## config.mk

```make
export PLATFORM = sky130hd
export DESIGN_NAME = isoiec7816_tx_arq
export DESIGN_NICKNAME = d
export VERILOG_FILES = /design/src/rtl/isoiec7816_tx_arq.sv
export SDC_FILE = /design/constraint.sdc
export NUM_CORES = 1
export LEC_CHECK = 0
export CAP_MARGIN = 15
export CORE_UTILIZATION = 60
export DETAILED_ROUTE_END_ITERATION = 10
export PLACE_DENSITY = 0.82
export SLEW_MARGIN = 0
export SYNTH_ARGS = -nofsm -noshare
export SYNTH_HDL_FRONTEND = slang
export SYNTH_SLANG_ARGS = --single-unit
```

## constraint.sdc

```tcl
create_clock -name clock -period 6 [get_ports clock]
set_input_delay 1.5 -clock clock [delete_from_list [all_inputs] [get_ports clock]]
set_output_delay 1.5 -clock clock [all_outputs]
set_load 0.01 [all_outputs]
```

## src/rtl/isoiec7816_tx_arq.sv

```systemverilog
// ISO/IEC 7816-3 character transmitter for direct or inverse convention.
// In T=0 it samples the receiver's error signal and repeats the character; T=1 uses a short guard time.
module isoiec7816_tx_arq #(
    parameter int ETU_WIDTH   = 11,
    parameter int EGT_WIDTH   = 8,
    parameter int MAX_RETRIES = 3
) (
    input  logic                 clock,
    input  logic                 reset,
    input  logic                 io_in,
    output logic                 serial,
    output logic                 oe,
    input  logic                 inverse,
    input  logic                 t1,
    input  logic [ETU_WIDTH-1:0] etu,
    input  logic [EGT_WIDTH-1:0] egt,
    input  logic [7:0]           char,
    input  logic                 valid,
    output logic                 ready,
    output logic                 transmitted,
    output logic                 failed,
    output logic [3:0]           retry_count
);

    localparam int GW = EGT_WIDTH + 2;
    localparam logic [3:0]           RETRY_MAX = 4'(MAX_RETRIES);
    localparam logic [ETU_WIDTH-1:0] CNT_ZERO  = {ETU_WIDTH{1'b0}};
    localparam logic [ETU_WIDTH-1:0] CNT_ONE   = ETU_WIDTH'(1'b1);
    localparam logic [GW-1:0]        GRD_ZERO  = {GW{1'b0}};
    localparam logic [GW-1:0]        GRD_ONE   = GW'(1'b1);

    typedef enum logic [1:0] {
        IDLE  = 2'd0,
        FRAME = 2'd1,
        GUARD = 2'd2
    } state_t;

    function automatic logic even_parity(input logic [7:0] d);
        return ^d;
    endfunction

    // Bit i of the result is the line level of frame bit i; bit 0 is always the start bit.
    function automatic logic [9:0] build_frame(input logic [7:0] d, input logic inv);
        logic [9:0] f;
        f = 10'd0;
        if (inv) begin
            for (int i = 0; i < 8; i++) begin
                f[i+1] = ~d[7-i];
            end
            f[9] = ~even_parity(d);
        end else begin
            f[8:1] = d;
            f[9]   = even_parity(d);
        end
        return f;
    endfunction

    function automatic logic [GW-1:0] guard_last(input logic t1m, input logic err,
                                                 input logic [EGT_WIDTH-1:0] g);
        logic [GW-1:0] base;
        base = GW'(g);
        if (t1m) begin
            return base;
        end else if (err) begin
            return base + GW'(2'd2);
        end else begin
            return base + GW'(2'd1);
        end
    endfunction

    state_t               state_r;
    logic [1:0]           sync_r;
    logic [9:0]           frame_r;
    logic                 t1_r;
    logic [ETU_WIDTH-1:0] etu_r;
    logic [EGT_WIDTH-1:0] egt_r;
    logic [3:0]           bit_idx_r;
    logic [ETU_WIDTH-1:0] bit_cnt_r;
    logic [GW-1:0]        guard_cnt_r;
    logic                 err_r;
    logic [3:0]           retry_r;
    logic                 serial_r;
    logic                 oe_r;
    logic                 ready_r;
    logic                 transmitted_r;
    logic                 failed_r;

    state_t               nxt_state_s;
    logic [3:0]           nxt_idx_s;
    logic [ETU_WIDTH-1:0] nxt_cnt_s;
    logic [GW-1:0]        nxt_guard_s;
    logic                 accept_s;
    logic                 restart_s;
    logic                 sample_s;
    logic                 err_now_s;
    logic                 err_nxt_s;
    logic [GW-1:0]        glast_s;
    logic                 last_nxt_s;
    logic                 retry_ok_s;

    // Error sample point: clock floor((etu+1)/2) of guard etu 0, i.e. down-counter value floor(etu/2).
    assign sample_s   = (state_r == GUARD) && !t1_r && (guard_cnt_r == GRD_ZERO)
                        && (bit_cnt_r == (etu_r >> 1));
    assign err_now_s  = sample_s ? ~sync_r[1] : err_r;
    assign err_nxt_s  = (state_r == GUARD) ? err_now_s : 1'b0;
    assign glast_s    = guard_last(t1_r, err_now_s, egt_r);
    assign retry_ok_s = (retry_r < RETRY_MAX);
    // Pulses are registered, so they are raised on the edge that enters the final guard clock.
    assign last_nxt_s = (nxt_state_s == GUARD) && (nxt_cnt_s == CNT_ZERO)
                        && (nxt_guard_s == guard_last(t1_r, err_nxt_s, egt_r));

    // Next-state and counter evaluation for the frame/guard sequencer.
    always_comb begin
        nxt_state_s = state_r;
        nxt_idx_s   = bit_idx_r;
        nxt_cnt_s   = bit_cnt_r;
        nxt_guard_s = guard_cnt_r;
        accept_s    = 1'b0;
        restart_s   = 1'b0;
        case (state_r)
            IDLE: begin
                if (valid && ready_r) begin
                    accept_s    = 1'b1;
                    nxt_state_s = FRAME;
                    nxt_idx_s   = 4'd0;
                    nxt_cnt_s   = etu;
                end else begin
                    nxt_state_s = IDLE;
                end
            end
            FRAME: begin
                if (bit_cnt_r != CNT_ZERO) begin
                    nxt_cnt_s = bit_cnt_r - CNT_ONE;
                end else if (bit_idx_r == 4'd9) begin
                    nxt_state_s = GUARD;
                    nxt_cnt_s   = etu_r;
                    nxt_guard_s = GRD_ZERO;
                end else begin
                    nxt_idx_s = bit_idx_r + 4'd1;
                    nxt_cnt_s = etu_r;
                end
            end
            GUARD: begin
                if (bit_cnt_r != CNT_ZERO) begin
                    nxt_cnt_s = bit_cnt_r - CNT_ONE;
                end else if (guard_cnt_r != glast_s) begin
                    nxt_guard_s = guard_cnt_r + GRD_ONE;
                    nxt_cnt_s   = etu_r;
                end else if (err_now_s && retry_ok_s) begin
                    restart_s   = 1'b1;
                    nxt_state_s = FRAME;
                    nxt_idx_s   = 4'd0;
                    nxt_cnt_s   = etu_r;
                end else begin
                    nxt_state_s = IDLE;
                end
            end
            default: begin
                nxt_state_s = IDLE;
            end
        endcase
    end

    // Sequencer state, latched character settings and registered line/status outputs.
    always_ff @(posedge clock) begin
        if (reset) begin
            state_r       <= IDLE;
            sync_r        <= 2'b11;
            frame_r       <= 10'd0;
            t1_r          <= 1'b0;
            etu_r         <= CNT_ZERO;
            egt_r         <= {EGT_WIDTH{1'b0}};
            bit_idx_r     <= 4'd0;
            bit_cnt_r     <= CNT_ZERO;
            guard_cnt_r   <= GRD_ZERO;
            err_r         <= 1'b0;
            retry_r       <= 4'd0;
            serial_r      <= 1'b1;
            oe_r          <= 1'b0;
            ready_r       <= 1'b0;
            transmitted_r <= 1'b0;
            failed_r      <= 1'b0;
        end else begin
            sync_r        <= {sync_r[0], io_in};
            state_r       <= nxt_state_s;
            bit_idx_r     <= nxt_idx_s;
            bit_cnt_r     <= nxt_cnt_s;
            guard_cnt_r   <= nxt_guard_s;
            err_r         <= err_nxt_s;
            ready_r       <= (nxt_state_s == IDLE);
            transmitted_r <= last_nxt_s && !err_nxt_s;
            failed_r      <= last_nxt_s && err_nxt_s && !retry_ok_s;
            // frame_r[0] is the start bit of every frame, so the stale frame is safe on the accept edge.
            if (nxt_state_s == FRAME) begin
                oe_r     <= 1'b1;
                serial_r <= frame_r[nxt_idx_s];
            end else begin
                oe_r     <= 1'b0;
                serial_r <= 1'b1;
            end
            if (accept_s) begin
                frame_r <= build_frame(char, inverse);
                t1_r    <= t1;
                etu_r   <= etu;
                egt_r   <= egt;
                retry_r <= 4'd0;
            end else if (restart_s) begin
                retry_r <= retry_r + 4'd1;
            end
        end
    end

    assign serial      = serial_r;
    assign oe          = oe_r;
    assign ready       = ready_r;
    assign transmitted = transmitted_r;
    assign failed      = failed_r;
    assign retry_count = retry_r;

endmodule
```

* Yosys cells after proc, flatten, opt, wreduce, memory -nomap -nowiden
Index checks and enable logic that the tools add are counted.
** Word-level totals
- Register bits :: 68
- Latch bits :: 0
- Memory bits (writable) :: 0
- Memory bits (read-only) :: 0
- Input bits :: 33
- Output and inout port bits :: 9
- Logic and storage cells :: 105
- Memories :: 0
** Operators by class
- Add/subtract/negate cells :: 6
- Multipliers :: 0
- Divide/modulo/power cells :: 0
- Magnitude comparators :: 2
- Eq/ne operators :: 8
- Shift operators :: 0
- Mux-type cells :: 41
- Bitwise gates (word level) :: 11
- Reduce and logical (&&, ||, !) cells :: 21
** Operators with widths (count)
- two-way mux 11 bit :: 5
- two-way mux 10 bit :: 5
- two-way mux 9 bit :: 4
- case mux 11 bit (3 select lines) :: 1
- two-way mux 4 bit :: 6
- case mux 10 bit (2 select lines) :: 1
- two-way mux 1 bit :: 12
- case mux 4 bit (3 select lines) :: 1
- equality test 11 x 10 -> 1 bit :: 1
- logical NOT 11 bit :: 1
- NOT 1 bit :: 11
- nonzero test 11 bit :: 1
- subtractor 11 x 1 -> 11 bit, second input constant :: 1
- adder 10 x 1 -> 10 bit, second input constant :: 1
- equality test 10 bit :: 1
- logical AND 1 bit :: 10
- logical NOT 10 bit :: 1
- inequality test 10 bit :: 1
- adder 8 x 1 -> 9 bit, second input constant :: 1
- adder 8 x 2 -> 9 bit, second input constant :: 1
- adder 4 x 1 -> 4 bit, second input constant :: 2
- two-way mux 2 bit :: 4
- parity 8 bit :: 1
- case mux 2 bit (3 select lines) :: 1
- other kinds (9) :: 15

* Logic depth before layout (Yosys ltp)
- Word-level depth :: 16
- Depth in mapped cells :: 16
- Mapped depth without buffers :: 14

* Worst setup path after synthesis
No wires, ideal clock.
- Kind :: input -> register
- From :: input valid
- To :: register transmitted_r (netlist: transmitted)
- Setup time :: 0.096 ns
- Arrival :: 3.756 ns
- Required time :: 5.904 ns
- Path slack :: 2.148 ns
- Stages on the path :: 13
- Buffers on the path :: 1
- Cells stage by stage :: a21boi_0 > or2_2 > clkbuf_1 > a22oi_1 > nand3_1 > nor3_1 > nand4_1 > nor4bb_1 > o311a_1 > o211a_1 > and4_1 > o2111ai_1 > nor4b_1
** Between the ends
- Word-level cells in the longest chain between the ends :: 7
- Elaborated cells on any way between the ends :: 10
- Classes of those cells :: 1 x eq/ne; 4 x mux; 5 x reduce/logical
** Ends and longest elaborated chain
- start: declaration :: RTL line 18 : input logic valid,
- logical AND 1 bit (*) :: RTL line 122 : if (valid && ready_r) begin
- two-way mux 11 bit / two-way mux 1 bit (equally long branches) :: RTL line 122
- case mux 11 bit (3 select lines) / case mux 2 bit (3 select lines) (equally long branches) :: RTL line 120 : case (state_r)
- logical NOT 11 bit / equality test 2 bit (equally long branches) :: RTL line 109 : assign last_nxt_s = (nxt_state_s == GUARD) && (nxt_cnt_s == CNT_ZERO)
- logical AND 1 bit (*) :: RTL line 109
- logical AND 1 bit (*) :: RTL line 110 : && (nxt_guard_s == guard_last(t1_r, err_nxt_s, egt_r));
- logical AND 1 bit (*) :: RTL line 191 : transmitted_r <= last_nxt_s && !err_nxt_s;
- end signal: assignment :: RTL line 191
- end: declaration :: RTL line 85 : logic transmitted_r;
Mark *: on every way between the ends. The rest lies on a longest branch, timed or not.
A chain may end at the register's enable or synchronous reset.

* Worst setup path in the final report
- From :: register t1_r
- To :: register transmitted_r (netlist: transmitted)
** Between the ends
- Word-level cells in the longest chain between the ends :: 15
- Elaborated cells on any way between the ends :: 30
- Classes of those cells :: 3 x eq/ne; 17 x mux; 10 x reduce/logical
** Ends and longest elaborated chain
- start: declaration :: RTL line 74 : logic t1_r;
- start signal: assignment :: RTL line 203 : t1_r <= t1;
- logical NOT 1 bit :: RTL line 102 : assign sample_s = (state_r == GUARD) && !t1_r && (guard_cnt_r == GRD_ZERO)
- logical AND 1 bit (2 in series) :: RTL line 102
- logical AND 1 bit :: RTL line 103 : && (bit_cnt_r == (etu_r >> 1));
- two-way mux 1 bit :: RTL line 104 : assign err_now_s = sample_s ? ~sync_r[1] : err_r;
- two-way mux 9 bit :: RTL line 64 : end else if (err) begin
- two-way mux 10 bit :: RTL line 62 : if (t1m) begin
- inequality test 10 bit :: RTL line 146 : end else if (guard_cnt_r != glast_s) begin
- two-way mux 11 bit / two-way mux 2 bit (equally long branches) :: RTL line 146
- two-way mux 11 bit / two-way mux 2 bit (equally long branches) :: RTL line 144 : if (bit_cnt_r != CNT_ZERO) begin
- case mux 11 bit (3 select lines) / case mux 2 bit (3 select lines) (equally long branches) :: RTL line 120
- logical NOT 11 bit / equality test 2 bit (equally long branches) :: RTL line 109
- logical AND 1 bit :: RTL line 109
- logical AND 1 bit :: RTL line 110
- logical AND 1 bit (*) :: RTL line 191
Marked as above.

==> flow_summary_export.csv <==
group,metric,value,unit
run_status,status,"complete, no violations",
synthesis,synth_top_cell_by_area,"dfxtp_1",
die,core,8300,sq um
synthesis,ys_seq_area_share,26.2,%
clock_network,cts_resized,0,
clock_network,clock_path_buffers,2,
die,dieArea,9030,sq um
sta,setup_viol,0,
global_routing,grt_max_degree,67,
pwr,ir_worst_vdd,0.000146,V
pwr,clockPowerShare,35.7,%
min_path,hold_path_class,"flip-flop to flip-flop",
drt,drc,0,
drt,vias_per_cell,6.51,
setup_path,regToRegSetupSlack,1.28,ns
flow_run,maxCapViolations,0,
setup_path,cp.arrival,4.96,ns
sta,skew,0.0132,ns
global_routing,grt_antenna_before_repair,0,
setup_path,cp_slowest_cell,"nor3_4",
sta,period_needed,4.72,ns
cells_and_area,nNetsFinal,761,
cells_and_area,n_fill_cell,700,
sta,fmax,212,MHz
setup_path,required,6.24,ns
drt,ant_nets,0,
sta,relSlewSlack,43.2,%
synthesis,synth_top_flop_cell,"dfxtp_1",
setup_path,crit_chain,"nor4_1 -> nand4_1 -> or4_4 -> mux2_4 -> o311ai_2 -> o211ai_2 -> nor3_4 -> o21ai_0 -> a2111oi_0 -> and4_1 -> o2111ai_1 -> nor4b_1",
clock_network,numClockSinks,68,
clock_network,path_clk_slew,0.08,ns
global_routing,grtUsageTotal,35.4,%
global_routing,grt_pass1_wl,24500,um
die,start_util,62.5,%
cells_and_area,drive_gt1_share,8.18,%
setup_path,end_kind,"flip-flop",
placement,dpl.cell_count,810,
synthesis,synth_area,5190,sq um
pwr,power_switching,0.437,mW
cells_and_area,final_common_cell,"nand2_1",
setup_path,critPathKind,"flip-flop to flip-flop",
synthesis,synth-edff-count,0,
drt,dr.pass1.iters,7,
synthesis,syn_nets,753,
die,ioPinCount,42,
synthesis,ys_types,75,
pwr,swShare,32.7,%
sta,fin_crit_sh,78.6,%
pwr,p_comb_share,26.8,%
setup_path,cp-start-kind,"flip-flop",
placement,gp_congestion,0.967,
pwr,seqPwrFrac,37.5,%
pwr,p_int,0.899,mW
cells_and_area,finalNonFillerCells,826,
synthesis,synth_top_area_share,26.2,%
clock_network,cts_max_level,3,
clock_network,ctsHoldBuffers,0,
synthesis,yosys_warnings,0,
cells_and_area,antennaDiodeCount,0,
cells_and_area,layout_common_cells,"nand2_1 (106), dfxtp_1 (68), a21oi_1 (64)",
pwr,powerDensity,229,nW/um^2
sta,worst_pin_slew,0.828,ns
setup_path,crit_path_max_fanout,26,
pwr,p_leak,2.10,nW
synthesis,ys_ff_latch,68,
clock_network,postCtsSetupBuffers,0,
drt,drt-initial-drc-count,407,
clock_network,cts_root_buf,"clkbuf_8",
sta,drv_slew,0,
synthesis,synth_cells,708,
sta,fin_setup_tns,0,ns
synthesis,syn_area_per_cell,7.33,sq um
global_routing,gr-total-overflow,0,
sta,hold_viol_final,0,
drt,routedWlPerCell,18.2,um
die,fp.dieW,95.0,um
clock_network,clock_latency,0.36,ns
die,row_count,33,
clock_network,cts_tree,"done",
cells_and_area,area_delta_synth_final,12.3,%
sta,holdWs,0.419,ns
global_routing,first_global_vias,5021,
drt,drt_wl_total,15000,um
synthesis,async_flop_share,0,%
placement,portBuffers,41,
placement,place_hpwl,10700,um
clock_network,cts_made_buffers,9,
die,die_y,95.0,um
setup_path,cp_slowest_stage_delay,0.63,ns
sta,rsz0062_at_grt,"false",
drt,vias,5375,
synthesis,yosys-top-cells-area,"dfxtp_1 (26%), nand2_1 (7.7%), a21oi_1 (6.2%)",
## registers in the layout, indices dropped and copies added, names as in the netlist, 2 cells and up
name and cells:
retry_count 4, sync_r 2, bit_idx_r 4, etu_r 11, state_r 2, guard_cnt_r 10
frame_r 9, egt_r 8, bit_cnt_r 11
## cell usage after synthesis (5+ instances only)
cell type / n
nand2_1: 106
dfxtp_1: 68
a21oi_1: 64
nor2_1: 59
clkbuf_1: 45
xnor2_1: 27
nor3_1: 24
o21ai_0: 24
nand3_1: 23
inv_1: 19
mux2i_1: 15
a211oi_1: 12
ha_1: 12
nand4_1: 12
a22oi_1: 11
nor4_1: 11
or2_2: 10
xor2_1: 10
nand2b_1: 9
o211ai_1: 9
or3_1: 7
and2_1: 6
mux2_2: 6
nor2b_1: 6
a221oi_1: 5
nand3b_1: 5
o21a_1: 5
## stage by stage
step	total power, mW	worst slack (ns)	cell area, sq um	util (%)
after floorplan	0.750	2.15	5190	-
after global placement	0.849	1.46	5580	67.3
after detailed placement	0.856	1.34	5580	67.3
after CTS	1.33	1.37	5830	70.2
after global routing	1.40	0.959	5830	70.2
final	1.34	1.28	5830	70.2
## final cells by class
class / instances / area, sq um / area share [%]
clock inverters: 7 / 121 / 2.08
repair buffers: 50 / 473 / 8.11
multi-input cells: 568 / 3550 / 60.8
well taps: 105 / 131 / 2.25
flip-flops and latches: 68 / 1360 / 23.4
inverters: 19 / 71.3 / 1.22
clock buffers: 9 / 124 / 2.12
## path summary, 6_finish.rpt
check	depth (start not counted)	startpoint	to
worst max-delay path	12	t1_r	transmitted
worst min-delay path	1	sync_r[0]	sync_r[1]
worst max register to register	12	t1_r	transmitted
worst min register to register	1	sync_r[0]	sync_r[1]
## worst max-delay path: cells and delay by family, from the launching register on
family,cells,cell delay [ns]
DFF,1,0.58
and+or+nand+nor,6,2.34
muxes,1,0.36
AOI/OAI and AO/OA,5,1.32
## power by group through the flow
| stage | registers, mW | clock network (mW) | logic, mW |
|---|---|---|---|
| floorplan | 0.493 | 0 | 0.257 |
| detailed placement | 0.511 | 0 | 0.345 |
| finish | 0.501 | 0.477 | 0.358 |
| global route | 0.505 | 0.503 | 0.389 |
| global placement | 0.510 | 0 | 0.339 |
| CTS | 0.500 | 0.481 | 0.349 |
## per-layer routing
metal	wire, um	vias up	track usage (%)
met4	567	0	18.2
met2	7020	284	58.1
met1	6110	2456	44.1
li1	-	2582	-
met5	0	-	0
met3	1320	53	6.36
## cell families after synthesis
kind of cell	count (synthesis)	share of synthesized area (%)
simple gates	306	29.4
compound gates	191	25.3
buf+inv	72	5.42
flops	68	26.2
xor+xnor	37	6.24
mux	22	4.48
fa+ha+maj	12	2.89
No activity file was read; power rests on OpenSTA's default activity.
